$ cat src/rtl/mem_pkg.sv
// Shared definitions for the memory port arbiter: requester IDs and default widths.
package mem_pkg;

  localparam int unsigned DEF_DATA_W = 16;
  localparam int unsigned DEF_ADDR_W = 16;

  // Starve counter width covers the full legal STARVE_LIMIT range (1..15).
  localparam int unsigned STARVE_W   = 4;
  localparam logic [STARVE_W-1:0] STARVE_MAX = '1;

  typedef enum logic [1:0] {
    REQ_NONE = 2'd0,
    REQ_CPU  = 2'd1,
    REQ_GPU  = 2'd2
  } req_id_e;

  // Saturating increment for the starve counter.
  function automatic logic [STARVE_W-1:0] sat_inc(input logic [STARVE_W-1:0] val);
    return (val == STARVE_MAX) ? val : val + 1'b1;
  endfunction

endpackage

$ cat src/rtl/mem_port_arbiter.sv
// Two-requester (CPU/GPU) arbiter for a single synchronous-RAM port. GPU has
// priority; a starved CPU is forced through after STARVE_LIMIT wait cycles.
module mem_port_arbiter
  import mem_pkg::*;
#(
  parameter int unsigned DATA_W       = DEF_DATA_W,
  parameter int unsigned ADDR_W       = DEF_ADDR_W,
  parameter int unsigned STARVE_LIMIT = 4
) (
  input  logic              clock,
  input  logic              reset,
  // CPU requester
  input  logic              cpu_req,
  input  logic              cpu_we,
  input  logic [ADDR_W-1:0] cpu_addr,
  input  logic [DATA_W-1:0] cpu_wdata,
  output logic              cpu_gnt,
  output logic              cpu_rvalid,
  output logic [DATA_W-1:0] cpu_rdata,
  // GPU requester
  input  logic              gpu_req,
  input  logic              gpu_we,
  input  logic [ADDR_W-1:0] gpu_addr,
  input  logic [DATA_W-1:0] gpu_wdata,
  output logic              gpu_gnt,
  output logic              gpu_rvalid,
  output logic [DATA_W-1:0] gpu_rdata,
  // Shared memory port
  output logic              mem_we,
  output logic [ADDR_W-1:0] mem_addr,
  output logic [DATA_W-1:0] mem_wdata,
  input  logic [DATA_W-1:0] mem_rdata
);

  req_id_e             sel;
  logic [STARVE_W-1:0] starve_q, starve_d;
  // rd_pend_q[0] = CPU read outstanding, rd_pend_q[1] = GPU read outstanding
  logic [1:0]          rd_pend_q, rd_pend_d;
  logic                cpu_starved;

  assign cpu_starved = 32'(starve_q) >= STARVE_LIMIT;

  // Pick the winner for this cycle; reset blocks every grant.
  always_comb begin
    sel = REQ_NONE;
    if (!reset) begin
      if (cpu_req && gpu_req) begin
        sel = cpu_starved ? REQ_CPU : REQ_GPU;
      end else if (gpu_req) begin
        sel = REQ_GPU;
      end else if (cpu_req) begin
        sel = REQ_CPU;
      end
    end
  end

  // Grants and shared memory port steering; idle port is driven to zero.
  always_comb begin
    cpu_gnt   = 1'b0;
    gpu_gnt   = 1'b0;
    mem_we    = 1'b0;
    mem_addr  = '0;
    mem_wdata = '0;
    unique case (sel)
      REQ_CPU: begin
        cpu_gnt   = 1'b1;
        mem_we    = cpu_we;
        mem_addr  = cpu_addr;
        mem_wdata = cpu_wdata;
      end
      REQ_GPU: begin
        gpu_gnt   = 1'b1;
        mem_we    = gpu_we;
        mem_addr  = gpu_addr;
        mem_wdata = gpu_wdata;
      end
      default: ;
    endcase
  end

  // Next-state for the starve counter and read-pending flags.
  always_comb begin
    starve_d = starve_q;
    if (!cpu_req || cpu_gnt) begin
      starve_d = '0;
    end else begin
      starve_d = sat_inc(starve_q);
    end
    rd_pend_d = {gpu_gnt && !gpu_we, cpu_gnt && !cpu_we};
  end

  // State registers with synchronous reset; a pending read is dropped at reset.
  always_ff @(posedge clock) begin
    if (reset) begin
      starve_q  <= '0;
      rd_pend_q <= '0;
    end else begin
      starve_q  <= starve_d;
      rd_pend_q <= rd_pend_d;
    end
  end

  // Read return: RAM data is passed through only in the rvalid cycle.
  always_comb begin
    cpu_rvalid = rd_pend_q[0] && !reset;
    gpu_rvalid = rd_pend_q[1] && !reset;
    cpu_rdata  = cpu_rvalid ? mem_rdata : '0;
    gpu_rdata  = gpu_rvalid ? mem_rdata : '0;
  end

endmodule

$ cat config.mk
export PLATFORM = sky130hd
export DESIGN_NAME = mem_port_arbiter
export DESIGN_NICKNAME = d
export VERILOG_FILES = /design/src/rtl/mem_pkg.sv /design/src/rtl/mem_port_arbiter.sv
export SDC_FILE = /design/constraint.sdc
export NUM_CORES = 1
export LEC_CHECK = 0
export ABC_AREA = 1
export BUFFER_PORTS_ARGS = -buffer_cell sky130_fd_sc_hd__buf_2
export CORE_MARGIN = 2
export CORE_UTILIZATION = 28
export DETAILED_ROUTE_END_ITERATION = 8
export GPL_ROUTABILITY_DRIVEN = 1
export MAX_ROUTING_LAYER = met4
export PLACE_DENSITY_LB_ADDON = 0.05
export SYNTH_ARGS = -nofsm -noshare
export SYNTH_HDL_FRONTEND = slang
export SYNTH_SLANG_ARGS = --single-unit
$ cat constraint.sdc
create_clock -name clock -period 1.8 [get_ports clock]
set_input_delay 0.18 -clock clock [delete_from_list [all_inputs] [get_ports clock]]
set_output_delay 0.18 -clock clock [all_outputs]
set_load 0.05 [all_outputs]
==> flow_metrics.tcl, run 1 <==
set metrics [dict create \
    outcome "finished with violations" \
    violations "negative setup slack" \
    finalCriticalPeriod_ps 1870 \
    critPathArrivalTime_ps 1690 \
    r2r_setup_slack_ps 280 \
    hp-class "input pin to flip-flop" \
    coreArea_um2 3970 \
    synth_edf_count 0 \
    die_x_um 68.1 \
    finalClockSkew_ps 0.570 \
    yosys.area.top_type_share_pct 15.3 \
    syn_nets 302 \
    diodes 0 \
    portBuffers 154 \
    synth_largest_area_cell "nand2_1" \
    cp-start-kind "flip-flop" \
    reg2reg_to "starve_q[1]$_SDFFE_PP0P_" \
    fillers 322 \
    fmax_mhz 536 \
    routedWlPerCell_um 13.1 \
    setup_viol 26 \
    vias 1927 \
    drive_above_1_share_pct 67.1 \
    post-synth-top-count-cell "nand2_1" \
    rsz0062_at_grt "yes" \
    period_share_pct 104 \
    dieArea_um2 4640 \
    power_density_nw_per_um2 316 \
    netlist_instances 213 \
    drtAntennaViolNets 0 \
    max-vdd-ir-drop_mv 0.483 \
    worstSetupStartpoint "starve_q[3]$_SDFFE_PP0P_" \
    crit_fanout 6 \
    p_leak_nw 1.45 \
    area_growth_pct 153 \
    first_iter_violations 61 \
    clk_pin_slew_ps 30 \
    io_pins 155 \
    clkSinkCount 6 \
    cts_tree "done" \
    cap_violations 0 \
    grt_usage_pct 19.7 \
    dp_hpwl_mm 3.96 \
    cts.path.max_buffers 2 \
    synthTopCellsByArea "nand2_1 (15%), nor2_1 (12%), a21oi_1 (12%), dfxtp_1 (10%), nand3_1 (10%)" \
    required_ps 1620 \
    ys_seq_elements 6 \
    grt_antenna_before_repair 0 \
    grt_remaining_overflow 0 \
    nNetsFinal 465 \
    viasPerCell 4.54 \
    critPathKind "flip-flop to output pin" \
    r2r_start "starve_q[2]$_SDFFE_PP0P_" \
    reg2regPathDepth 7 \
    tns_ps -652 \
    synth_ff_type "dfxtp_1" \
    fin_ws_ps -66.1 \
    syn_avg_cell_area_um2 5.40 \
    place_ws_ps 43.4 \
    cts_root_buf "clkbuf_8" \
    drv_slew 0 \
    max-slew-margin-rel_pct 64.8 \
    syn_area_um2 1150 \
    hold_viol 0 \
    grt_max_degree 32 \
    clock_latency_ps 220 \
    die_h_um 68.1 \
    gp_congestion 0.769 \
    yosys-top-cells-count "nand2_1 (47), nor2_1 (37), inv_1 (29)" \
    htree_levels 1 \
    cts_buffers 3 \
    tightest_slew_ps 526 \
    start_util_pct 29.0 \
    crit_path_end "mem_addr[3]" \
    synth-async-reset-ratio_pct 0 \
    seq_area_frac_synth_pct 10.4 \
    synth.distinct_cells 19 \
    wl_mm 5.56 \
    grt_pass1_vias 1578 \
    drcViolationCount 0 \
    critPathCaptureType "output pin" \
    yosys_warnings 0 \
    regArea_um2 128 \
    dr.pass1.iters 4 \
    multi_input_area_um2 1280 \
    fp-row-count 23 \
    grt_first_pass_wirelength_mm 6.99 \
]
layout make-up:
| class | instances | area share [%] |
|---|---|---|
| clock buffer | 3 | 1.42 |
| tap | 50 | 2.15 |
| multi-input combinational | 162 | 44.0 |
| sequential | 6 | 4.39 |
| timing repair buffer | 174 | 44.3 |
| inverter | 29 | 3.75 |
placed cells by master (no fill, tap or decap), types with 5 or more instances in the layout:
| cell | n |
|---|---|
| a21oi_4 | 32 |
| buf_12 | 6 |
| buf_2 | 121 |
| buf_4 | 7 |
| buf_6 | 32 |
| buf_8 | 5 |
| inv_1 | 29 |
| nand2_1 | 23 |
| nand2_2 | 16 |
| nand2_4 | 8 |
| nand3_1 | 24 |
| nand3_2 | 9 |
| nor2_1 | 36 |
timing repair:
item | in CTS | in global routing
gates resized for setup | 60 | 52
hold buffers | 0 | 0
cloned | 0 | 4
buffers inserted | 1 | 3
setup endpoints to repair | 33 | 33
pin swaps | 1 | 9
cell families after synthesis:
| family | synth area share (%) |
|---|---|
| buffers and inverters | 17.8 |
| adders and majority gates | 3.26 |
| DFF | 10.4 |
| and+or+nand+nor | 47.4 |
| AOI/OAI and AO/OA | 21.1 |
flip-flops by register name, indices dropped and copies added (netlist names):
signal / flops
starve_q: 4
rd_pend_q: 2
power by group:
part,switching (mW),leakage (nW),total [mW],internal (mW)
sequential,0.00214,0.0503,0.136,0.134
combinational,0.337,1.38,0.585,0.248
clock,0.0537,0.0216,0.197,0.143
worst max-delay path, cell delays in order (launching register included):
cell and delay [ps]:
dfxtp_4 360, nor2_2 50, a21oi_2 200, ha_4 270, buf_6 150, nand2_1 100, a21oi_4 150, buf_6 170
worst min-delay path by stage:
stage	startpoint	end	slack (ps)	cells past startpoint
2_1_floorplan	cpu_we	rd_pend_q[0]$_SDFF_PP0_	250	1
3_3_place_gp	cpu_we	rd_pend_q[0]$_SDFF_PP0_	360	2
3_5_place_dp	cpu_we	rd_pend_q[0]$_SDFF_PP0_	360	2
4_1_cts	cpu_we	rd_pend_q[0]$_SDFF_PP0_	130	2
5_1_grt	cpu_we	rd_pend_q[0]$_SDFF_PP0_	150	2
6_report	cpu_we	rd_pend_q[0]$_SDFF_PP0_	140	2
layer usage:
metal,GRT usage [%],up-vias,share of wire (%)
met5,-,-,0
met2,36.0,93,55
li1,-,997,-
met1,22.9,833,36
met3,3.95,4,8.3
met4,2.25,0,0.59
through the flow:
stage          power, mW  hold WS [ps]  instances  area (um^2)  util (%)
6_report           0.918           143        424         2910      73.2
5_1_grt            0.965           146        424         2910      73.2
4_1_cts            0.867           127        417         2630      66.1
3_5_place_dp       0.622           360        413         2380      59.9
3_3_place_gp       0.620           358        413         2380      59.9
2_1_floorplan      0.470           252        213         1560         -
Note: power is estimated with default switching activity, not from simulation.
==> run 2, diff against run 1 <==
--- a/config.mk
+++ b/config.mk
@@ -11,7 +11,6 @@
 export CORE_UTILIZATION = 28
 export DETAILED_ROUTE_END_ITERATION = 8
 export GPL_ROUTABILITY_DRIVEN = 1
-export MAX_ROUTING_LAYER = met4
 export PLACE_DENSITY_LB_ADDON = 0.05
 export SYNTH_ARGS = -nofsm -noshare
 export SYNTH_HDL_FRONTEND = slang
==> run 2 against run 1 <==
  * The run still ends with negative setup slack left
  * Setup slack better by 41 ps
  * Sequential share of layout area up 0.21 points
  * Combinational power down 6.3%
==> flow_metrics.tcl, run 2 (synthesized netlist as in run 1, its figures left out) <==
set metrics [dict create \
    cap_violations 0 \
    largest_reg_flops 4 \
    io_pins 155 \
    grt_remaining_overflow 0 \
    start_util_pct 29.0 \
    clk_pin_slew_ps 30 \
    clock_latency_ps 220 \
    fillers 344 \
    period_share_pct 101 \
    cp-start-kind "flip-flop" \
    dr.pass1.iters 4 \
    critPathArrivalTime_ps 1650 \
    multi_input_area_um2 1170 \
    max-slew-margin-rel_pct 65.1 \
    routedWlPerCell_um 12.2 \
    dp_hpwl_mm 3.96 \
    grt_max_degree 32 \
    die_x_um 68.1 \
    clkSinkCount 6 \
    critPathCaptureType "output pin" \
    required_ps 1620 \
    place_inst 413 \
    critPathKind "flip-flop to output pin" \
    tns_ps -32.2 \
    cts_root_buf "clkbuf_8" \
    cts_buffers 3 \
    top_regs "starve_q (4), rd_pend_q (2)" \
    p_leak_nw 1.35 \
    gp_congestion 0.759 \
    grt_usage_pct 19.2 \
    final_area_um2 2720 \
    hold_viol 0 \
    dieArea_um2 4640 \
    violations "negative setup slack" \
    cts_tree "done" \
    nNetsFinal 461 \
    regArea_um2 125 \
    layout.cells.most_common "buf_2" \
    finalClockSkew_ps 0.815 \
    place_ws_ps 43.4 \
    finalNonFillerCells 420 \
    diodes 0 \
    fin_util_pct 68.4 \
    place_area_um2 2380 \
    rsz0062_at_grt "yes" \
    crit_fanout 9 \
    cts.path.max_buffers 2 \
    die_h_um 68.1 \
    fin_ws_ps -25.0 \
    drtAntennaViolNets 0 \
    drive_above_1_share_pct 60.3 \
    htree_levels 1 \
    layout_common_cells "buf_2 (121), nand2_1 (45), nor2_1 (37), a21oi_4 (31), buf_6 (31)" \
    outcome "finished with violations" \
    finalCriticalPeriod_ps 1830 \
    tightest_slew_ps 523 \
    power_density_nw_per_um2 325 \
    grt_pass1_vias 1580 \
    fmax_mhz 548 \
    coreArea_um2 3970 \
    drv_slew 0 \
    hold-worst-slack_ps 129 \
    cts_hold_buf 0 \
    hp-class "input pin to flip-flop" \
    crit_path_cell_trace "o21ai_4, nand2_4, ha_4, clkbuf_16, a21oi_4, buf_6" \
    viasPerCell 4.45 \
    drcViolationCount 0 \
    crit_buf_inv 2 \
    total_power_uw 883 \
    cpMaxStageDelayCell "dfxtp_2" \
    cp_top_family "buffers and inverters" \
    setup_viol 2 \
    fp-row-count 23 \
    first_iter_violations 85 \
    critical_path.max_stage_delay_ps 330 \
    vias 1870 \
    portBuffers 154 \
    max-vdd-ir-drop_mv 0.483 \
    area_growth_pct 136 \
    wl_mm 5.14 \
    regMostFlops "starve_q" \
    grt_antenna_before_repair 0 \
    grt_first_pass_wirelength_mm 6.98 \
]
run 2: cell types whose count changed in the layout (fill, tap and decap cells not counted), moves of 2 or more:
cell	before	now
buf_8	5	3
clkbuf_16	3	1
nand2_1	23	45
nand2_2	16	1
nand2_4	8	1
run 2: power breakdown:
part | internal [mW] | total (mW) | switching (mW)
clock | 0.143 | 0.197 | 0.0541
sequential | 0.135 | 0.138 | 0.00212
combinational | 0.232 | 0.548 | 0.316
total | 0.511 | 0.883 | 0.373
run 2: final timing paths:
check                            from                       end  slack (ps)  cells after the start
min                            cpu_we   rd_pend_q[0]$_SDFF_PP0_         130                      2
min reg2reg  starve_q[0]$_SDFFE_PP0P_  starve_q[0]$_SDFFE_PP0P_         530                      2
max reg2reg  starve_q[2]$_SDFFE_PP0P_  starve_q[1]$_SDFFE_PP0P_         340                      7
max          starve_q[2]$_SDFFE_PP0P_               mem_addr[3]         -30                      6
run 2: what timing repair did:
action | in CTS | in global routing
gates cloned | 0 | 1
resized for setup | 60 | 15
endpoints found under the setup margin | 33 | 33
buffers inserted | 1 | 2
pin swaps | 1 | 3
hold endpoints to repair | 0 | 0
run 2: area by class of cell:
class / count / share of cell area (%)
flip-flops and latches: 6 / 4.60
multi-input cells: 162 / 43.2
repair buffers: 170 / 44.3
clock buffers: 3 / 1.52
well taps: 50 / 2.30
inverters: 29 / 4.01
run 2: metal layers:
layer | up-vias | global-route usage [%] | routed length, um
met5 | - | 0 | 0
met4 | 0 | 2.25 | 25
met3 | 2 | 4.11 | 430
met2 | 82 | 36.0 | 2710
met1 | 797 | 22.7 | 1980
li1 | 989 | - | -
==> run 3, diff against run 2 <==
--- a/config.mk
+++ b/config.mk
@@ -7,10 +7,11 @@
 export LEC_CHECK = 0
 export ABC_AREA = 1
 export BUFFER_PORTS_ARGS = -buffer_cell sky130_fd_sc_hd__buf_2
+export CELL_PAD_IN_SITES_DETAIL_PLACEMENT = 1
+export CELL_PAD_IN_SITES_GLOBAL_PLACEMENT = 2
 export CORE_MARGIN = 2
-export CORE_UTILIZATION = 28
+export CORE_UTILIZATION = 11
 export DETAILED_ROUTE_END_ITERATION = 8
-export GPL_ROUTABILITY_DRIVEN = 1
 export PLACE_DENSITY_LB_ADDON = 0.05
 export SYNTH_ARGS = -nofsm -noshare
 export SYNTH_HDL_FRONTEND = slang
==> run 3 against run 2 <==
  * The flow still finishes with violations (negative setup slack)
  * First-iteration DRC count shrank 5.9%
  * Highest routed layer unchanged
  * Fmax down 4.8%
  * Count of clock-buffer cells in the layout unchanged
  * Die area rose by 140%
  * Power rose by 11%
  * Register-to-register slack got worse by 200 ps
  * Largest cell class unchanged
  * Via count up 10%
  * Cell count increased by 24%
==> flow_metrics.tcl, run 3 (synthesized netlist as in run 1, its figures left out) <==
set metrics [dict create \
    period_share_pct 106 \
    htree_levels 1 \
    violations "negative setup slack" \
    crit_buf_inv 4 \
    nNetsFinal 476 \
    first_iter_violations 80 \
    drtAntennaViolNets 0 \
    finalCriticalPeriod_ps 1920 \
    grt_antenna_before_repair 0 \
    pwr-share-comb_pct 65.4 \
    cts_tree "done" \
    fp-row-count 37 \
    wl_mm 7.50 \
    critical_path.max_stage_delay_ps 320 \
    grt_pass1_vias 2148 \
    required_ps 1620 \
    rsz0062_at_grt "yes" \
    cts.path.max_buffers 2 \
    cp_top_family "buffers and inverters" \
    crit_fanout 6 \
    swShare_pct 42.1 \
    dr.pass1.iters 4 \
    critPathArrivalTime_ps 1740 \
    cpMaxStageDelayCell "dfxtp_2" \
    crit_top_cell "buf_6" \
    final_area_um2 3200 \
    clockPowerShare_pct 20.4 \
    clk_pin_slew_ps 40 \
    clock_latency_ps 220 \
    p_int_uw 569 \
    die_x_um 106 \
    p_switching_uw 414 \
    fin_ws_ps -116 \
    tns_ps -3140 \
    drv_slew 0 \
    critPathKind "flip-flop to output pin" \
    power_density_nw_per_um2 307 \
    place_ws_ps -158 \
    dp_hpwl_mm 5.18 \
    gp_congestion 0.747 \
    cap_violations 0 \
    hp-class "input pin to flip-flop" \
    setup_viol 33 \
    clkSinkCount 6 \
    fin_util_pct 31.3 \
    regMostFlops "starve_q" \
    cp-start-kind "flip-flop" \
    place_area_um2 2490 \
    vias 2058 \
    p_seq_share_pct 14.2 \
    die_h_um 106 \
    drive_above_1_share_pct 64.7 \
    max-vdd-ir-drop_mv 0.244 \
    io_pins 155 \
    routedWlPerCell_um 14.4 \
    critPathCaptureType "output pin" \
    crit_path_cell_trace "buf_6, o21ai_4, nand2_4, ha_4, buf_12, buf_16, a21oi_4, buf_6" \
    portBuffers 154 \
    drcViolationCount 0 \
    layout_common_cells "buf_2 (121), nand2_1 (43), nor2_1 (36), a21oi_4 (33), buf_6 (29)" \
    grt_max_degree 32 \
    grt_first_pass_wirelength_mm 11.3 \
    cts_buffers 3 \
    layout.cells.most_common "buf_2" \
    cts_root_buf "clkbuf_8" \
    largest_reg_flops 4 \
    grt_remaining_overflow 0 \
    diodes 0 \
    finalNonFillerCells 521 \
    grt_usage_pct 12.4 \
    viasPerCell 3.95 \
    start_util_pct 11.3 \
    coreArea_um2 10200 \
    area_growth_pct 178 \
    p_leak_nw 1.51 \
    tightest_slew_ps 452 \
    dieArea_um2 11300 \
    hold-worst-slack_ps 144 \
    total_power_uw 983 \
    finalClockSkew_ps 2.30 \
    hold_viol 0 \
    fmax_mhz 522 \
    top_regs "starve_q (4), rd_pend_q (2)" \
    place_inst 502 \
    max-slew-margin-rel_pct 69.8 \
    outcome "finished with violations" \
]
==> run 3: cell count changes in the layout (fill, tap and decap cells not counted), sizes merged <==
| cell | delta |
|---|---|
| buf | +13 |
| clkbuf | +2 |
==> run 3: path summary, 6_finish.rpt <==
path,endpoint,from,slack (ps),cells after the start
max,mem_wdata[3],starve_q[2]$_SDFFE_PP0P_,-120,8
max reg2reg,starve_q[1]$_SDFFE_PP0P_,starve_q[2]$_SDFFE_PP0P_,140,9
min reg2reg,starve_q[0]$_SDFFE_PP0P_,starve_q[0]$_SDFFE_PP0P_,540,2
min,rd_pend_q[0]$_SDFF_PP0_,cpu_we,140,2
==> run 3: power groups by stage <==
stage	combinational (mW)	sequential [mW]	clock, mW
after global routing	0.685	0.140	0.223
after global placement	0.482	0.141	0
after CTS	0.624	0.139	0.210
final	0.643	0.139	0.201
after detailed placement	0.486	0.141	0
after floorplan	0.330	0.141	0
==> run 3: timing repair <==
| action | 4_1_cts | 5_1_grt |
|---|---|---|
| cloned | 4 | 3 |
| resized for setup | 92 | 11 |
| pin swaps | 6 | 6 |
| buffers inserted | 7 | 3 |
| hold buffers | 0 | 0 |
| setup endpoints to repair | 35 | 36 |
==> run 3: metal layers <==
metal	vias up	share of wire, %	wire, um	track usage [%]
li1	1022	-	-	-
met1	972	44	3280	15.9
met2	62	51	3800	23.1
met3	2	5.5	412	1.41
met4	0	0.11	8	1.13
met5	-	0	0	0
==> run 3: layout make-up <==
| class | count | area, um^2 |
|---|---|---|
| Multi-Input combinational cell | 162 | 1260 |
| Clock buffer | 3 | 41.3 |
| Tap cell | 136 | 170 |
| Sequential cell | 6 | 123 |
| Fill cell | 1259 | 7030 |
| Inverter | 29 | 111 |
| Timing Repair Buffer | 185 | 1490 |
